### src/rtl/flip_mem_pkg.sv
// Shared types for the flip-datapath memory responder.
package flip_mem_pkg;

  localparam int RD_LAT_MAX = 2;

  typedef enum logic {
    OWNER_ENGINE = 1'b0,
    OWNER_HOST   = 1'b1
  } owner_t;

  // Control part of a read-pipeline slot; the data field is sized by the user.
  typedef struct packed {
    logic   valid;
    owner_t owner;
  } slot_tag_t;

endpackage

### src/rtl/mem_rd_pipe.sv
// Fixed-latency read pipeline: RD_LAT registered slots of {tag, data}.
module mem_rd_pipe
  import flip_mem_pkg::*;
#(
  parameter int DATA_WIDTH = 8,
  parameter int RD_LAT     = 1
) (
  input  logic                  clk,
  input  logic                  reset,
  input  slot_tag_t             in_tag,
  input  logic [DATA_WIDTH-1:0] in_data,
  output slot_tag_t             out_tag,
  output logic [DATA_WIDTH-1:0] out_data
);

  typedef struct packed {
    slot_tag_t             tag;
    logic [DATA_WIDTH-1:0] data;
  } slot_t;

  for (genvar g = 0; g < RD_LAT; g++) begin : g_stage
    slot_t q;
    slot_t d;

    if (g == 0) begin : g_head
      assign d = '{tag: in_tag, data: in_data};
    end else begin : g_body
      assign d = g_stage[g-1].q;
    end

    // Shift one slot per cycle; only the valid bit needs a defined reset value
    always_ff @(posedge clk) begin
      if (reset) begin
        q.tag.valid <= 1'b0;
      end else begin
        q <= d;
      end
    end
  end

  assign out_tag  = g_stage[RD_LAT-1].q.tag;
  assign out_data = g_stage[RD_LAT-1].q.data;

endmodule

### src/rtl/flip_mem_responder.sv
// Single-port BRAM model serving the flip engine, with a lower-priority
// host port for preload and readback. Engine wins every cycle it asks.
module flip_mem_responder
  import flip_mem_pkg::*;
#(
  parameter int ADDR_W     = 8,
  parameter int DATA_WIDTH = 8,
  parameter int RD_LAT     = 1
) (
  input  logic                  clk,
  input  logic                  reset,
  input  logic                  bram_en,
  input  logic                  bram_we,
  input  logic [ADDR_W-1:0]     bram_addr,
  input  logic [DATA_WIDTH-1:0] bram_din,
  output logic [DATA_WIDTH-1:0] bram_dout,
  input  logic                  host_req_valid,
  output logic                  host_req_ready,
  input  logic                  host_we,
  input  logic [ADDR_W-1:0]     host_addr,
  input  logic [DATA_WIDTH-1:0] host_wdata,
  output logic                  host_rsp_valid,
  output logic [DATA_WIDTH-1:0] host_rdata
);

  if (RD_LAT < 1 || RD_LAT > RD_LAT_MAX) begin : g_bad_rd_lat
    $fatal(1, "flip_mem_responder: RD_LAT must be 1 or 2");
  end

  logic [DATA_WIDTH-1:0] mem [2**ADDR_W];

  logic                  host_fire;
  logic [ADDR_W-1:0]     sel_addr;
  logic                  sel_write;
  logic [DATA_WIDTH-1:0] sel_wdata;
  logic [DATA_WIDTH-1:0] rd_data;
  slot_tag_t             in_tag;
  slot_tag_t             out_tag;
  logic [DATA_WIDTH-1:0] out_data;
  logic                  eng_exit;
  logic                  host_exit;
  logic [DATA_WIDTH-1:0] dout_q;
  logic [DATA_WIDTH-1:0] rdata_q;

  assign host_req_ready = !reset && !bram_en;
  assign host_fire      = host_req_valid && host_req_ready;

  // Pick the single access for this cycle; reset suppresses both write and response
  always_comb begin
    sel_addr     = host_addr;
    sel_wdata    = host_wdata;
    sel_write    = host_fire && host_we;
    in_tag.valid = host_fire && !host_we;
    in_tag.owner = OWNER_HOST;
    if (bram_en) begin
      sel_addr     = bram_addr;
      sel_wdata    = bram_din;
      sel_write    = bram_we;
      in_tag.valid = 1'b1;
      in_tag.owner = OWNER_ENGINE;
    end
    if (reset) begin
      sel_write    = 1'b0;
      in_tag.valid = 1'b0;
    end
  end

  // Read is taken before the edge commits the write, giving read-first behaviour
  assign rd_data = mem[sel_addr];

  // Array write port; contents deliberately not reset
  always_ff @(posedge clk) begin
    if (sel_write) begin
      mem[sel_addr] <= sel_wdata;
    end
  end

  mem_rd_pipe #(
    .DATA_WIDTH (DATA_WIDTH),
    .RD_LAT     (RD_LAT)
  ) u_rd_pipe (
    .clk      (clk),
    .reset    (reset),
    .in_tag   (in_tag),
    .in_data  (rd_data),
    .out_tag  (out_tag),
    .out_data (out_data)
  );

  assign eng_exit  = out_tag.valid && (out_tag.owner == OWNER_ENGINE);
  assign host_exit = out_tag.valid && (out_tag.owner == OWNER_HOST);

  // Hold the last delivered word per owner once its slot has left the pipe
  always_ff @(posedge clk) begin
    if (reset) begin
      dout_q  <= '0;
      rdata_q <= '0;
    end else begin
      if (eng_exit) dout_q <= out_data;
      if (host_exit) rdata_q <= out_data;
    end
  end

  // Exiting slot is shown directly so delivery lands RD_LAT edges after issue
  assign bram_dout      = reset ? '0 : (eng_exit ? out_data : dout_q);
  assign host_rdata     = reset ? '0 : (host_exit ? out_data : rdata_q);
  assign host_rsp_valid = !reset && host_exit;

endmodule

### config.mk
export PLATFORM = sky130hd
export DESIGN_NAME = flip_mem_responder
export DESIGN_NICKNAME = d
export VERILOG_FILES = /design/src/rtl/flip_mem_pkg.sv /design/src/rtl/mem_rd_pipe.sv /design/src/rtl/flip_mem_responder.sv
export SDC_FILE = /design/constraint.sdc
export NUM_CORES = 2
export LEC_CHECK = 0
export ABC_AREA = 1
export CORE_UTILIZATION = 60
export DETAILED_ROUTE_END_ITERATION = 6
export HOLD_SLACK_MARGIN = 0.15
export PLACE_DENSITY_LB_ADDON = 0.15
export SETUP_SLACK_MARGIN = 0.3
export SLEW_MARGIN = 40
export SYNTH_ARGS = -nofsm -noshare
export SYNTH_HDL_FRONTEND = slang
export SYNTH_SLANG_ARGS = --single-unit
### constraint.sdc
create_clock -name clk -period 6 [get_ports clk]
set_clock_uncertainty 0.2 [all_clocks]
set_input_delay 1.2 -clock clk [delete_from_list [all_inputs] [get_ports clk]]
set_output_delay 1.2 -clock clk [all_outputs]
set_load 0.005 [all_outputs]
==> results.cfg <==
[sta]
worstMarginPinSlew_ns = 0.8739
rsz0062_at_grt = false
setup_ws_ns = 1.400
slew_headroom_pct = 41.60
max_freq_ghz = 0.2174
final_hold_viol_count = 0
period_share_pct = 76.66
fin_crit_ns = 4.600
setup_viol = 0
totalNegativeSetupSlack_ns = 0
drv_slew = 0

[place]
port_buffers = 55
place.gp.congestion = 0.9114
dp_slack_ns = 0.7427
dpl.hpwl_um = 131800

[floorplanning]
core-area_um2 = 143700
die_h_um = 382.7
io_pins = 56
fp-row-count = 139
dieArea_um2 = 146500
initial_core_util_pct = 60.53
die_w_um = 382.7

[power_and_ir_drop]
leakage_uw = 0.03849
power_density_nw_per_um2 = 323.8
power.total_uw = 31500
vdd_drop_max_mv = 0.2845

[global_route]
grt_usage_pct = 30.65
grt_overflow = 0
grt_pass1_vias = 56380
grt_antenna_before_repair = 3
grt_max_degree = 137
grt_pass1_wl_um = 337300

[run]
maxCapViolCount = 0

[route]
finalWirelength_um = 223400
via_per_inst = 5.685
ant_nets = 0
vias = 59470
drtIter0Drc = 7451
avgRoutedWirePerCell_um = 21.36
drc = 48
drt-pass1-iter-count = 7

[clock_network]
cts_made_buffers = 202
clock_sinks = 2074
tritoncts = done
cts_resized = 0
cts.hold.buffers_added = 0
post_cts_buffers = 0
clkTransAtPathRegs_ns = 0.06
clockBufferDepth = 3
cts-root-buf = clkbuf_16
clk_latency_ns = 0.84
htreeDepth = 4

[layout]
final_common_cell = nand2_1
area_delta_synth_final_pct = 11.85
nFillCells = 10610
layout_common_cells = 4735 x nand2_1, 2057 x edfxtp_1, 498 x nand3_1
drive_gt1_share_pct = 6.639
nets = 8422

[outcome]
violations = DRC
status = finished, violations left

[setup_path]
arrival_ns = 4.96
end_kind = register
r2r_setup_slack_ns = 3.34
crit_required_ns = 6.36
worstPathMaxFanout = 121
worstSetupPathType = primary input to register
worstSetupStartpointType = primary input

[yosys]
synth_top_area_share_pct = 71.03
ys.warnings.count = 0
syn_area_um2 = 86960
synth_area_leaders = edfxtp_1 71%, nand2_1 21%, nand3_1 2.9%
yosysSeqAreaShare_pct = 71.42
ys_types = 23
ys_seq_elements = 2074
synthCells = 8369
yosysTopAreaCell = edfxtp_1
avgSynthCellArea_um2 = 10.39
syn_nets = 8407

[worst_hold_path]
holdCritPathClass = register to register
==> power breakdown <==
| group | total [uW] | internal (uW) | leakage [uW] | switching [uW] |
|---|---|---|---|---|
| Clock | 12600 | 7190 | 0.00323 | 5390 |
| Sequential | 16100 | 16100 | 0.0180 | 17.7 |
| Combinational | 2830 | 720 | 0.0173 | 2110 |
| Total | 31500 | 24000 | 0.0385 | 7510 |
==> cells in the mapped netlist <==
| cell type | instances |
|---|---|
| or2_1 | 1 |
| nand3_1 | 498 |
| clkbuf_1 | 168 |
| inv_2 | 3 |
| nor2_2 | 2 |
| o21ai_2 | 1 |
| o21ai_1 | 58 |
| buf_4 | 3 |
| buf_2 | 263 |
| inv_1 | 18 |
| dfxtp_1 | 17 |
| nor3_2 | 4 |
| buf_6 | 1 |
| a21oi_1 | 1 |
| clkbuf_2 | 2 |
| edfxtp_1 | 2057 |
| nand2_2 | 5 |
| nand2_1 | 4760 |
| or2_2 | 3 |
| or2_0 | 1 |
| nor2_1 | 381 |
| buf_1 | 31 |
| o21ai_0 | 91 |
==> per-layer routing <==
layer	wire length (um)	track usage (%)
met1	90640	43.74
met2	103500	48.11
met3	21590	5.016
met4	7603	10.88
met5	13	0
==> final cells by class <==
class,instances,area (um^2),share of cell area [%]
Antenna cell,1,2.502,0.002573
Clock buffer,237,5271,5.419
Clock inverter,139,1300,1.337
Inverter,21,86.33,0.08876
Multi-Input combinational cell,5806,22920,23.56
Sequential cell,2074,62110,63.85
Tap cell,1903,2381,2.448
Timing Repair Buffer,279,3196,3.285
==> sequential cells by signal (all words and copies together), names as in the netlist <==
register            cells
u_rd_pipe.out_tag       2
mem                  2048
dout_q                  8
rdata_q                 8
u_rd_pipe.out_data      8
==> worst max-delay path, cell delays in order <==
cell	delay, ns
clkdlybuf4s50_1	0.46
buf_4	0.23
o21ai_4	0.51
inv_8	0.34
buf_12	0.30
nand2_1	0.16
nand2_1	0.06
nand2_1	0.08
nand2_1	0.08
o21ai_0	0.26
nand2_1	0.24
nor2_1	0.19
nor2_1	0.06
nor2_1	0.48
nand2_1	0.13
==> logic make-up after synthesis <==
| group | after synthesis | share of synthesized area, % |
|---|---|---|
| buffers and inverters | 489 | 2.514 |
| AO/OA/AOI/OAI | 151 | 0.8734 |
| AND/OR/NAND/NOR | 5655 | 25.19 |
| flip-flops | 2074 | 71.42 |
==> final timing paths <==
path	from	end	cells past startpoint
max	bram_en	u_rd_pipe.out_data[5]	15
min	rdata_q[5]	rdata_q[5]	2
max reg2reg	mem[181][5]	u_rd_pipe.out_data[5]	12
min reg2reg	rdata_q[5]	rdata_q[5]	2
==> through the flow <==
step                      instances  hold slack [ns]  utilization, %  instance area (um^2)
after detailed placement      10080           0.2861           63.13                 90680
after floorplan                8369           0.2812               -                 86960
after global placement        10080           0.2830           63.10                 90640
after global routing          10460           0.3134           67.71                 97260
final                         10460           0.2915           67.71                 97270
after CTS                     10460           0.2947           67.70                 97250
(Power assumes the default switching activity.)
